### config.mk
export PLATFORM = sky130hd
export DESIGN_NAME = sync_bus_capture
export DESIGN_NICKNAME = d
export VERILOG_FILES = /design/src/rtl/sync_bus_capture.sv
export SDC_FILE = /design/constraint.sdc
export NUM_CORES = 1
export LEC_CHECK = 0
export CAP_MARGIN = 20
export CORE_ASPECT_RATIO = 0.9
export CORE_UTILIZATION = 38
export CTS_CLUSTER_SIZE = 30
export DETAILED_ROUTE_END_ITERATION = 6
export PLACE_DENSITY = 0.58
export SKIP_LAST_GASP = 1
export SYNTH_ARGS = -nofsm -noshare
export SYNTH_HDL_FRONTEND = slang
export SYNTH_SLANG_ARGS = --single-unit
### constraint.sdc
create_clock -name clk_b -period 5.6 [get_ports clk_b]
set_clock_uncertainty 0.2 [all_clocks]
set_input_delay 1.4 -clock clk_b [delete_from_list [all_inputs] [get_ports clk_b]]
set_output_delay 1.4 -clock clk_b [all_outputs]
set_load 0.1 [all_outputs]
### src/rtl/sync_bus_capture.sv
// Domain-B bus change qualifier feeding a small FWFT FIFO with valid/ready output.
// Optional SYNC_CAPTURE_DROP_OLDEST_EN: a push into a full FIFO evicts the oldest entry instead of being discarded.
module sync_bus_capture #(
    parameter int WIDTH         = 4,
    parameter int STABLE_CYCLES = 2,
    parameter int DEPTH         = 4
) (
    input  logic                     clk_b,
    input  logic                     rst_b,
    input  logic [WIDTH-1:0]         bus_in,
    output logic [WIDTH-1:0]         out_data,
    output logic                     out_valid,
    input  logic                     out_ready,
    output logic [$clog2(DEPTH):0]   level,
    output logic                     overflow
);

    localparam int CNT_W = $clog2(STABLE_CYCLES) + 1;
    localparam int PTR_W = $clog2(DEPTH);
    localparam int LVL_W = PTR_W + 1;

    typedef enum logic [1:0] {
        ST_IDLE    = 2'd0,
        ST_QUALIFY = 2'd1,
        ST_PUSH    = 2'd2
    } state_t;

    state_t             state_r;
    state_t             state_s;
    logic [WIDTH-1:0]   last_val_r;
    logic [WIDTH-1:0]   cand_r;
    logic [CNT_W-1:0]   cnt_r;
    logic               load_cand_s;
    logic               inc_cnt_s;
    logic               push_s;

    logic [WIDTH-1:0]   mem_r [DEPTH];
    logic [PTR_W-1:0]   rd_ptr_r;
    logic [PTR_W-1:0]   wr_ptr_r;
    logic [LVL_W-1:0]   count_r;
    logic [WIDTH-1:0]   out_data_r;
    logic               out_valid_r;
    logic               overflow_r;

    logic               pop_s;
    logic               full_s;
    logic               reject_s;
    logic               wr_en_s;
    logic               rd_adv_s;
    logic [PTR_W-1:0]   rd_ptr_s;
    logic [PTR_W-1:0]   wr_ptr_s;
    logic [LVL_W-1:0]   count_s;
    logic [WIDTH-1:0]   head_s;

    // FSM state register
    always_ff @(posedge clk_b) begin
        if (rst_b) begin
            state_r <= ST_IDLE;
        end else begin
            state_r <= state_s;
        end
    end

    // FSM next-state decode
    always_comb begin
        state_s = state_r;
        case (state_r)
            ST_IDLE: begin
                if (bus_in != last_val_r) state_s = ST_QUALIFY;
                else                      state_s = ST_IDLE;
            end
            ST_QUALIFY: begin
                if (bus_in == cand_r) begin
                    if (cnt_r == CNT_W'(STABLE_CYCLES - 1)) state_s = ST_PUSH;
                    else                                     state_s = ST_QUALIFY;
                end else if (bus_in == last_val_r) begin
                    state_s = ST_IDLE;
                end else begin
                    state_s = ST_QUALIFY;
                end
            end
            ST_PUSH: state_s = ST_IDLE;
            default: state_s = ST_IDLE;
        endcase
    end

    // FSM control outputs
    always_comb begin
        load_cand_s = 1'b0;
        inc_cnt_s   = 1'b0;
        push_s      = 1'b0;
        case (state_r)
            ST_IDLE: begin
                if (bus_in != last_val_r) load_cand_s = 1'b1;
                else                      load_cand_s = 1'b0;
            end
            ST_QUALIFY: begin
                if (bus_in == cand_r) begin
                    if (cnt_r == CNT_W'(STABLE_CYCLES - 1)) inc_cnt_s = 1'b0;
                    else                                     inc_cnt_s = 1'b1;
                end else if (bus_in == last_val_r) begin
                    load_cand_s = 1'b0;
                end else begin
                    load_cand_s = 1'b1;
                end
            end
            ST_PUSH: push_s = 1'b1;
            default: push_s = 1'b0;
        endcase
    end

    // Candidate, qualify counter and committed value
    always_ff @(posedge clk_b) begin
        if (rst_b) begin
            last_val_r <= '0;
            cand_r     <= '0;
            cnt_r      <= '0;
        end else begin
            if (load_cand_s) begin
                cand_r <= bus_in;
                cnt_r  <= '0;
            end else if (inc_cnt_s) begin
                cnt_r <= cnt_r + CNT_W'(1);
            end
            if (push_s) begin
                last_val_r <= cand_r;
            end
        end
    end

    // FIFO next-state: a rejected push either drops the new value or evicts the head
    always_comb begin
        pop_s    = (count_r != LVL_W'(0)) && out_ready;
        full_s   = (count_r == LVL_W'(DEPTH));
        reject_s = push_s && full_s && !pop_s;
`ifdef SYNC_CAPTURE_DROP_OLDEST_EN
        wr_en_s  = push_s;
        rd_adv_s = pop_s || reject_s;
`else
        wr_en_s  = push_s && !reject_s;
        rd_adv_s = pop_s;
`endif
        rd_ptr_s = rd_ptr_r + PTR_W'(rd_adv_s);
        wr_ptr_s = wr_ptr_r + PTR_W'(wr_en_s);
        count_s  = count_r + LVL_W'(wr_en_s) - LVL_W'(rd_adv_s);
        if (wr_en_s && (wr_ptr_r == rd_ptr_s)) head_s = cand_r;
        else                                    head_s = mem_r[rd_ptr_s];
    end

    // FIFO storage, pointers and registered outputs
    always_ff @(posedge clk_b) begin
        if (rst_b) begin
            for (int i = 0; i < DEPTH; i++) mem_r[i] <= '0;
            rd_ptr_r    <= '0;
            wr_ptr_r    <= '0;
            count_r     <= '0;
            out_data_r  <= '0;
            out_valid_r <= 1'b0;
            overflow_r  <= 1'b0;
        end else begin
            if (wr_en_s) mem_r[wr_ptr_r] <= cand_r;
            rd_ptr_r    <= rd_ptr_s;
            wr_ptr_r    <= wr_ptr_s;
            count_r     <= count_s;
            out_data_r  <= head_s;
            out_valid_r <= (count_s != LVL_W'(0));
            overflow_r  <= overflow_r | reject_s;
        end
    end

    assign out_data  = out_data_r;
    assign out_valid = out_valid_r;
    assign level     = count_r;
    assign overflow  = overflow_r;

endmodule
==> impl_metrics.py, run 1 <==
metrics = {
    "die": {
        "die_x_um": 78.18,
        "fp.dieH_um": 70.56,
        "ios": 16,
        "rows": 24,
        "core_mm2": 0.004925,
        "start_util_pct": 40.29,
        "dieArea_mm2": 0.005516,
    },
    "cts": {
        "cts_buffers": 5,
        "clk_pin_slew_ns": 0.08,
        "clock-sinks": 41,
        "cts_root_buf": "clkbuf_8",
        "cts_resized": 0,
        "cts_setup_buffers": 0,
        "clk_latency_ns": 0.29,
        "ctsHoldBuffers": 0,
        "cts_max_path_buffers": 2,
        "cts.htree.levels": 2,
        "cts_tree": "built",
    },
    "sta": {
        "fmax_mhz": 280.0,
        "setup_viol": 0,
        "worstMarginPinSlew_ns": 0.9655,
        "relSlewSlack_pct": 35.43,
        "hold_ws_ns": 0.2757,
        "period_minus_slack_ns": 3.571,
        "period_share_pct": 63.77,
        "maxSlewViolCount": 0,
        "fin_setup_tns_ns": 0,
        "hold_violations": 0,
        "rsz0062_at_grt": "false",
    },
    "critical_path": {
        "critPathLaunchType": "input port",
        "reg2reg_depth": 9,
        "r2r_slack_ns": 3.06,
        "reg2reg_to": "out_valid",
        "startpoint": "out_ready",
        "critPathKind": "input port to flop",
        "crit_path_end": "out_valid",
        "critical_path_required_ns": 5.57,
        "timing.rr.start": "state_r[1]",
        "cp_slowest_cell": "or4b_4",
        "critPathBufInv": 2,
        "cp_max_fo": 7,
        "cp-end-kind": "flop",
        "critPathMaxStageDelay_ns": 0.59,
        "path_depth": 10,
        "worstPathCellList": "clkdlybuf4s50_1 > or4b_4 > nand2_4 > o21bai_1 > ha_1 > inv_1 > fa_1 > xor2_1 > xnor2_1 > a31oi_1",
        "crit_family": "simple AND/OR/NAND/NOR gates",
        "arrival_ns": 3.54,
    },
    "placement": {
        "io_buffers": 15,
        "gp_congestion": 0.7572,
        "hpwl_um": 2599,
    },
    "logic_synthesis": {
        "synth_top_area_share_pct": 25.22,
        "ys.warnings.count": 0,
        "yosys-top-cells-area": "dfxtp_1 25%, edfxtp_1 24%, mux2i_1 6.6%, xor2_1 3.5%, and2_1 2.8%",
        "async_flop_share_pct": 0,
        "synthMuxAreaShare_pct": 8.827,
        "ys_seq_area_share_pct": 49.43,
        "yosys.area_share.simple_pct": 19.61,
        "synth-seq-cells": 41,
        "synth_top_area_cell": "dfxtp_1",
        "synthDistinctLibCells": 45,
        "syn_area_per_cell_um2": 10.78,
        "synthAdderAreaFrac_pct": 2.900,
        "synthFlopType": "dfxtp_1",
        "synth-xor-area-share_pct": 6.179,
        "synth_top_family_by_area": "simple AND/OR/NAND/NOR gates",
        "synth_edf_count": 16,
        "synthesis.nets": 195,
        "synth_compound_area_share_pct": 9.395,
        "syn_area_mm2": 0.001984,
        "synthCells": 184,
    },
    "drt": {
        "drt-initial-drc-count": 61,
        "drt_pre_antenna_iters": 4,
        "viasPerCell": 5.019,
        "wl_um": 3549,
        "ant_nets": 0,
        "drc": 0,
        "wl_per_cell_um": 13.34,
        "vias": 1335,
    },
    "layout": {
        "fillers": 472,
        "drive_gt1_share_pct": 10.95,
        "fin_util_pct": 46.67,
        "num_antenna_cells": 0,
        "multi_input_area_um2": 930.9,
        "area_growth_syn_to_layout_pct": 15.83,
        "fin_nets": 211,
        "area.sequential_um2": 980.9,
    },
    "hold_path": {
        "hold_path_class": "flop to flop",
    },
    "global_routing": {
        "grt_usage_pct": 14.67,
        "grt_overflow_total": 0,
        "grt_max_degree": 38,
        "antenna_found_initial": 0,
        "grt_pass1_vias": 1326,
        "grt_pass1_wl_um": 6175,
    },
    "outcome": {
        "outcome": "finished clean",
    },
    "run": {
        "drv_cap": 0,
    },
    "pwr": {
        "power_density_mw_per_mm2": 432.0,
        "p_leak_uw": 0.0008400,
        "peakVddDrop_v": 0.0002423,
    },
}
-- cell usage after synthesis, drive strengths merged (3+ instances only) --
cell / number
a21oi: 5
and2: 9
buf: 4
clkbuf: 4
dfxtp: 25
edfxtp: 16
ha: 3
inv: 9
mux2: 4
mux2i: 13
nand2: 12
nand2b: 9
nor2: 14
nor3: 7
o22ai: 4
xnor2: 6
xor2: 8
-- cell usage in the layout, fill, tap and decap left out, types with 3 or more instances in the layout --
cell type         n
inv_1             9
and2_1            9
nor2_1           14
clkbuf_8          5
mux2i_1          13
nor3_1            7
a21oi_1           5
xnor2_1           6
clkdlybuf4s50_1  15
xor2_1            8
edfxtp_1         16
dfxtp_1          25
mux2_2            4
nand2_1          11
o22ai_1           4
nand2b_1          9
ha_1              3
-- through the flow --
step           power [uW]  std cells  instance area [um^2]  setup slack [ns]
2_1_floorplan       687.8        184                  1984             2.279
3_3_place_gp        768.0        258                  2192             1.772
3_5_place_dp        771.4        258                  2192             1.699
4_1_cts              1001        266                  2298             2.011
5_1_grt              1041        266                  2298             1.897
6_report            993.0        266                  2298             2.029
-- registers in the layout, indices dropped and copies added, names as in the netlist --
| name | flops |
|---|---|
| rd_ptr_r | 2 |
| cnt_r | 2 |
| cand_r | 4 |
| out_data | 4 |
| out_valid | 1 |
| overflow | 1 |
| wr_ptr_r | 2 |
| last_val_r | 4 |
| level | 3 |
| mem_r | 16 |
| state_r | 2 |
-- kinds of logic after synthesis --
logic type                 after synthesis
and+or+nand+nor                         69
muxes                                   17
xor gates and xnor gates                14
AOI/OAI and AO/OA                       22
adders and majority gates                4
DFF                                     41
buffers and inverters                   17
-- worst min-delay path: stages (launching register included) --
cell and delay [ns]:
dfxtp_1 0.32, nand2_1 0.05, a21oi_1 0.06
-- routing by layer --
metal  share of wire (%)  global-route usage (%)  vias up
met5                   0                       0        -
met4                 2.6                   7.819        0
met3                 3.0                   3.871        9
met2                  48                   22.90       23
met1                  47                   18.68      632
li1                    -                       -      671
-- cell type report --
cell class,instances,area share [%]
Clock buffer,6,3.157
Clock inverter,2,1.470
Inverter,9,1.470
Multi-Input combinational cell,126,40.50
Sequential cell,41,42.68
Tap cell,65,3.538
Timing Repair Buffer,17,7.186
-- power by group --
group / internal (uW) / leakage (uW) / total (uW) / switching, uW
Sequential: 344 / 0.000370 / 369 / 25.0
Clock: 132 / 0.0000528 / 230 / 98.8
Combinational: 122 / 0.000417 / 393 / 272
Total: 598 / 0.000840 / 993 / 395
-- how the worst min path moves through the flow --
| stage | end | cells after the start | start | slack, ns |
|---|---|---|---|---|
| floorplan | last_val_r[0] | 2 | last_val_r[0] | 0.25 |
| global placement | overflow | 2 | overflow | 0.26 |
| detailed placement | overflow | 2 | overflow | 0.27 |
| CTS | last_val_r[1] | 2 | last_val_r[1] | 0.28 |
| global route | last_val_r[2] | 2 | last_val_r[2] | 0.29 |
| finish | last_val_r[1] | 2 | last_val_r[1] | 0.28 |
Power figures use the tool's default switching activity.
==> inputs of run 2 (changes only) <==
==> constraint.sdc (replaced) <==
create_clock -name clk_b -period 3.36 [get_ports clk_b]
set_clock_uncertainty 0.2 [all_clocks]
set_input_delay 0.84 -clock clk_b [delete_from_list [all_inputs] [get_ports clk_b]]
set_output_delay 0.84 -clock clk_b [all_outputs]
set_load 0.1 [all_outputs]
==> run 2 against run 1 <==
  * Clock power increased by 36%
  * Critical path type unchanged
  * Routed wire length increased by 4.5%
  * Design area decreased by 0.87%
  * Sequential power increased by 67%
  * Total power increased by 60%
  * Hold slack about the same
  * Combinational power increased by 68%
==> impl_metrics.py, run 2 (synthesis gave the netlist of run 1 again) <==
metrics = {
    "drt": {
        "wl_per_cell_um": 13.78,
        "drt-initial-drc-count": 62,
        "wl_um": 3708,
        "top_layer_used": "met4",
        "drc": 0,
        "drt_pre_antenna_iters": 4,
        "wl_met2_um": 1822,
        "vias": 1311,
        "ant_nets": 0,
        "wl_met3_um": 98,
        "wl_met1_um": 1736,
        "viasPerCell": 4.874,
    },
    "critical_path": {
        "reg2reg_depth": 9,
        "arrival_ns": 2.99,
        "critPathLaunchType": "input port",
        "worstPathCellList": "clkdlybuf4s50_1 > or4b_4 > nand2_4 > o21bai_1 > ha_1 > inv_1 > fa_1 > xor2_1 > xnor2_1 > a31oi_1",
        "critical_path_required_ns": 3.33,
        "r2r_slack_ns": 0.83,
        "critPathKind": "input port to flop",
        "cp-end-kind": "flop",
        "cp_max_fo": 3,
        "critPathMaxStageDelay_ns": 0.59,
        "timing.rr.start": "state_r[1]",
        "cp_slowest_cell": "or4b_4",
        "startpoint": "out_ready",
    },
    "placement": {
        "hpwl_um": 2773,
        "dp.cells": 261,
        "io_buffers": 15,
        "gp_congestion": 0.7618,
    },
    "pwr": {
        "power_density_mw_per_mm2": 697.2,
        "total_power_uw": 1588,
        "p_leak_uw": 0.0008604,
        "peakVddDrop_v": 0.0002978,
    },
    "cts": {
        "ctsHoldBuffers": 0,
        "clock-sinks": 41,
        "cts_buffers": 5,
        "cts_setup_buffers": 0,
        "clk_latency_ns": 0.29,
        "cts_resized": 0,
        "clk_pin_slew_ns": 0.08,
        "cts_root_buf": "clkbuf_8",
        "cts.htree.levels": 2,
        "cts_max_path_buffers": 2,
        "cts_tree": "built",
    },
    "layout": {
        "drive_gt1_share_pct": 17.65,
        "fin_nets": 214,
        "largest_reg_flops": 16,
        "final_cell_mix": "25 x dfxtp_1, 16 x edfxtp_1, 14 x nor2_1, 14 x buf_4, 13 x mux2i_1",
        "area_growth_syn_to_layout_pct": 14.82,
        "final_common_cell": "dfxtp_1",
        "layoutNonFillerInstCount": 269,
        "num_antenna_cells": 0,
        "top_register": "mem_r",
        "fillers": 487,
    },
    "die": {
        "dieArea_mm2": 0.005516,
        "start_util_pct": 40.29,
        "core_mm2": 0.004925,
        "rows": 24,
        "fp.dieH_um": 70.56,
        "die_x_um": 78.18,
        "ios": 16,
    },
    "sta": {
        "worstMarginPinSlew_ns": 0.6623,
        "period_share_pct": 89.70,
        "maxSlewViolCount": 0,
        "fin_setup_tns_ns": 0,
        "relSlewSlack_pct": 55.23,
        "rsz0062_at_grt": "false",
        "hold_violations": 0,
        "fmax_mhz": 331.8,
        "period_minus_slack_ns": 3.014,
        "setup_viol": 0,
    },
    "outcome": {
        "outcome": "finished clean",
    },
    "hold_path": {
        "whs_path_depth": 2,
        "min_from": "last_val_r[2]",
        "hold_path_class": "flop to flop",
    },
    "run": {
        "drv_cap": 0,
    },
    "global_routing": {
        "antenna_found_initial": 0,
        "grt_pass1_vias": 1318,
        "grt_usage_pct": 14.93,
        "grt_overflow_total": 0,
        "grt_max_degree": 22,
        "grt_pass1_wl_um": 6251,
    },
}
-- run 2: cell count changes in the layout (fill, tap and decap cells not counted), sizes merged --
cell / change
bufinv: -1
clkdlybuf4s50: -9
clkbuf: -1
buf: +12
clkinvlp: +1
clkinv: +1
-- run 2: where the power goes --
| part | switching (uW) | total (uW) | leakage [uW] | internal (uW) |
|---|---|---|---|---|
| clock network | 169 | 312 | 0.0000439 | 143 |
| registers | 43.7 | 617 | 0.000370 | 574 |
| logic | 461 | 659 | 0.000446 | 198 |
-- run 2: metrics by stage --
stage | worst slack (ns) | utilization [%] | hold WS, ns | cell area, um^2
2_1_floorplan | 0.4117 | - | 0.2478 | 1984
3_3_place_gp | 0.1681 | 44.51 | 0.2569 | 2192
3_5_place_dp | 0.02631 | 44.51 | 0.2631 | 2192
4_1_cts | 0.3499 | 46.27 | 0.2799 | 2278
5_1_grt | 0.2207 | 46.27 | 0.2927 | 2278
6_report | 0.3461 | 46.27 | 0.2760 | 2278
-- run 2: area by class of cell --
type | instances | area [um^2] | area share (%)
Multi-Input combinational cell | 126 | 930.9 | 40.86
Sequential cell | 41 | 980.9 | 43.05
Timing Repair Buffer | 20 | 165.2 | 7.249
Clock inverter | 3 | 17.52 | 0.7688
Inverter | 9 | 33.78 | 1.483
Clock buffer | 5 | 68.82 | 3.020
Tap cell | 65 | 81.33 | 3.569
-- run 2: worst max-delay path, delay by kind of cell --
| kind | cells | cell delay, ns |
|---|---|---|
| xor+xnor | 2 | 0.37 |
| simple gates | 2 | 0.68 |
| compound gates | 2 | 0.20 |
| buf+inv | 2 | 0.52 |
| fa+ha+maj | 2 | 0.38 |
-- run 2: layer usage --
layer / vias up / global-route usage [%]
met2: 16 / 24.27
met4: 0 / 5.350
li1: 677 / -
met3: 7 / 5.290
met5: - / 0
met1: 611 / 18.37
-- run 2: final timing paths --
| check | endpoint |
|---|---|
| worst min register to register | last_val_r[2] |
| worst min-delay path | last_val_r[2] |
| worst max register to register | out_valid |
| worst max-delay path | out_valid |
==> inputs of run 3 (changes only) <==
--- a/config.mk
+++ b/config.mk
@@ -5,6 +5,7 @@
 export SDC_FILE = /design/constraint.sdc
 export NUM_CORES = 1
 export LEC_CHECK = 0
+export ABC_AREA = 1
 export CAP_MARGIN = 20
 export CORE_ASPECT_RATIO = 0.9
 export CORE_UTILIZATION = 38
==> run 3 against run 2 <==
  * Cell count increased by 14%
  * Register-to-register slack improved by 0.03 ns
  * Setup slack improved by 0.017 ns
  * Critical endpoint unchanged
  * Clock power increased by 3%
  * Combinational power increased by 17%
  * First-iteration DRC count decreased by 26%
  * Global-route usage decreased by 0.31 points
  * Fmax increased by 0.57%
  * Non-clock buffer count decreased by 1
  * Hold slack improved by 0.0024 ns
  * Critical path type unchanged
  * Die area decreased by 2.1%
  * Design area decreased by 2.1%
==> impl_metrics.py, run 3 <==
metrics = {
    "pwr": {
        "power_density_mw_per_mm2": 759.3,
        "total_power_uw": 1693,
        "peakVddDrop_v": 0.0004035,
        "p_leak_uw": 0.0009567,
    },
    "sta": {
        "period_minus_slack_ns": 2.997,
        "fmax_mhz": 333.7,
        "relSlewSlack_pct": 77.89,
        "maxSlewViolCount": 0,
        "setup_viol": 0,
        "hold_ws_ns": 0.2785,
        "rsz0062_at_grt": "false",
        "fin_setup_tns_ns": 0,
        "period_share_pct": 89.19,
        "worstMarginPinSlew_ns": 0.3317,
        "hold_violations": 0,
    },
    "layout": {
        "fillers": 498,
        "drive_gt1_share_pct": 18.67,
        "num_antenna_cells": 0,
        "final_cell_mix": "49 x nor2_1, 29 x nand2_1, 25 x dfxtp_1, 21 x inv_1, 16 x edfxtp_1",
        "final_common_cell": "nor2_1",
        "top_register": "mem_r",
        "largest_reg_flops": 16,
        "layoutNonFillerInstCount": 306,
        "final_area_mm2": 0.002230,
        "area_growth_syn_to_layout_pct": 14.82,
        "fin_nets": 251,
    },
    "drt": {
        "wl_um": 3547,
        "vias": 1378,
        "viasPerCell": 4.503,
        "wl_per_cell_um": 11.59,
        "drt-initial-drc-count": 46,
        "drc": 0,
        "ant_nets": 0,
        "drt_pre_antenna_iters": 4,
    },
    "die": {
        "core_mm2": 0.004865,
        "ios": 16,
        "die_x_um": 77.35,
        "dieArea_mm2": 0.005400,
        "rows": 24,
        "start_util_pct": 39.92,
        "fp.dieH_um": 69.82,
    },
    "cts": {
        "cts_setup_buffers": 0,
        "clk_pin_slew_ns": 0.09,
        "clock-sinks": 41,
        "cts_max_path_buffers": 2,
        "cts_root_buf": "clkbuf_8",
        "cts_buffers": 5,
        "cts_resized": 0,
        "ctsHoldBuffers": 0,
        "cts_tree": "built",
        "clk_latency_ns": 0.29,
        "cts.htree.levels": 2,
    },
    "logic_synthesis": {
        "synth_top_area_cell": "dfxtp_1",
        "synthFlopType": "dfxtp_1",
        "synth_edf_count": 16,
        "synthDistinctLibCells": 34,
        "synth-seq-cells": 41,
        "synthTopCellsByCount": "49 x nor2_1, 29 x nand2_1, 25 x dfxtp_1, 21 x inv_1, 16 x edfxtp_1",
        "async_flop_share_pct": 0,
        "synthesis.nets": 231,
        "yosysMostFrequentCell": "nor2_1",
        "syn_area_mm2": 0.001942,
        "yosys-top-cells-area": "dfxtp_1 26%, edfxtp_1 25%, nor2_1 9.5%, nand2_1 5.6%, inv_1 4.1%",
        "synth_top_area_share_pct": 25.77,
        "ys.warnings.count": 0,
        "syn_area_per_cell_um2": 8.827,
        "synthCells": 220,
        "ys_seq_area_share_pct": 50.52,
    },
    "hold_path": {
        "hold_path_class": "flop to flop",
        "min_from": "cnt_r[1]",
        "hold_end": "cnt_r[1]",
        "whs_path_depth": 2,
    },
    "critical_path": {
        "cp_max_fo": 3,
        "critPathLaunchType": "input port",
        "crit_family": "buffers and inverters",
        "r2r_slack_ns": 0.86,
        "critPathKind": "input port to flop",
        "reg2reg_depth": 12,
        "critPathBufInv": 5,
        "cp_slowest_cell": "clkdlybuf4s50_1",
        "critical_path_required_ns": 3.36,
        "cp-end-kind": "flop",
        "cp_common_cell": "inv_1",
        "critPathMaxStageDelay_ns": 0.49,
        "worstPathCellList": "clkdlybuf4s50_1 > inv_1 > a21oi_1 > inv_1 > o21ai_0 > ha_1 > inv_1 > fa_1 > xnor2_1 > xor2_1 > nand3_1 > nand2_1 > inv_1",
        "reg2reg_to": "out_valid",
        "timing.rr.start": "level[1]",
        "arrival_ns": 3.00,
    },
    "global_routing": {
        "grt_usage_pct": 14.62,
        "grt_overflow_total": 0,
        "grt_pass1_wl_um": 5968,
        "grt_pass1_vias": 1301,
        "grt_max_degree": 25,
        "antenna_found_initial": 0,
    },
    "placement": {
        "gp_congestion": 0.7221,
        "dp.cells": 298,
        "hpwl_um": 2621,
        "io_buffers": 15,
        "placed_cell_area_mm2": 0.002145,
    },
    "run": {
        "drv_cap": 0,
    },
    "outcome": {
        "outcome": "finished clean",
    },
}
## run 3: metal layers
layer	global-route usage [%]	up-vias	share of wire, %
met5	0	-	0
met4	6.289	0	1.6
met3	3.816	7	2.7
met2	22.42	17	44
met1	19.38	613	52
li1	-	741	-
## run 3: cell families (layout without fill, tap and decap cells)
| group | Yosys count | after routing | share of synthesized area (%) |
|---|---|---|---|
| AND/OR/NAND/NOR | 101 | 101 | 24.61 |
| flip-flops | 41 | 41 | 50.52 |
| buffers and inverters | 33 | 54 | 7.474 |
| AO/OA/AOI/OAI | 32 | 32 | 9.988 |
| XOR/XNOR | 9 | 9 | 4.446 |
| adder cells (fa/ha/maj) | 4 | 4 | 2.964 |
## run 3: cell type report
cell class / instances / area (um^2) / share of cell area, %
multi-input cells: 146 / 815.8 / 36.59
flip-flops and latches: 41 / 980.9 / 44.00
well taps: 65 / 81.33 / 3.648
repair buffers: 19 / 157.7 / 7.071
inverters: 27 / 108.9 / 4.882
clock buffers: 5 / 68.82 / 3.086
clock inverters: 3 / 16.27 / 0.7295
## run 3: worst max path at each step
stage,from,to,slack (ns),depth (start not counted)
2_1_floorplan,level[1],out_valid,0.33,12
3_3_place_gp,out_ready,out_valid,0.12,13
3_5_place_dp,out_ready,out_valid,0.02,13
4_1_cts,out_ready,out_valid,0.34,13
5_1_grt,out_ready,out_valid,0.15,13
6_report,out_ready,out_valid,0.36,13
## run 3: stage by stage
step / util (%) / setup slack [ns]
3_5_place_dp: 44.08 / 0.02332
5_1_grt: 45.83 / 0.1456
6_report: 45.83 / 0.3632
3_3_place_gp: 44.08 / 0.1239
4_1_cts: 45.83 / 0.3417
2_1_floorplan: - / 0.3297
## run 3: worst register-to-register path: stages, from the launching register on
cell and delay [ns]:
dfxtp_1 0.45, nor2_2 0.11, a21oi_1 0.20, inv_1 0.09, o21ai_0 0.18, ha_1 0.17, inv_1 0.05, fa_1 0.41
xnor2_1 0.18, xor2_1 0.19, nand3_1 0.09, nand2_1 0.06, inv_1 0.03
## run 3: where the power goes
part | switching (uW) | internal [uW] | total, uW
clock | 177 | 144 | 321
sequential | 30.8 | 573 | 604
combinational | 547 | 221 | 768
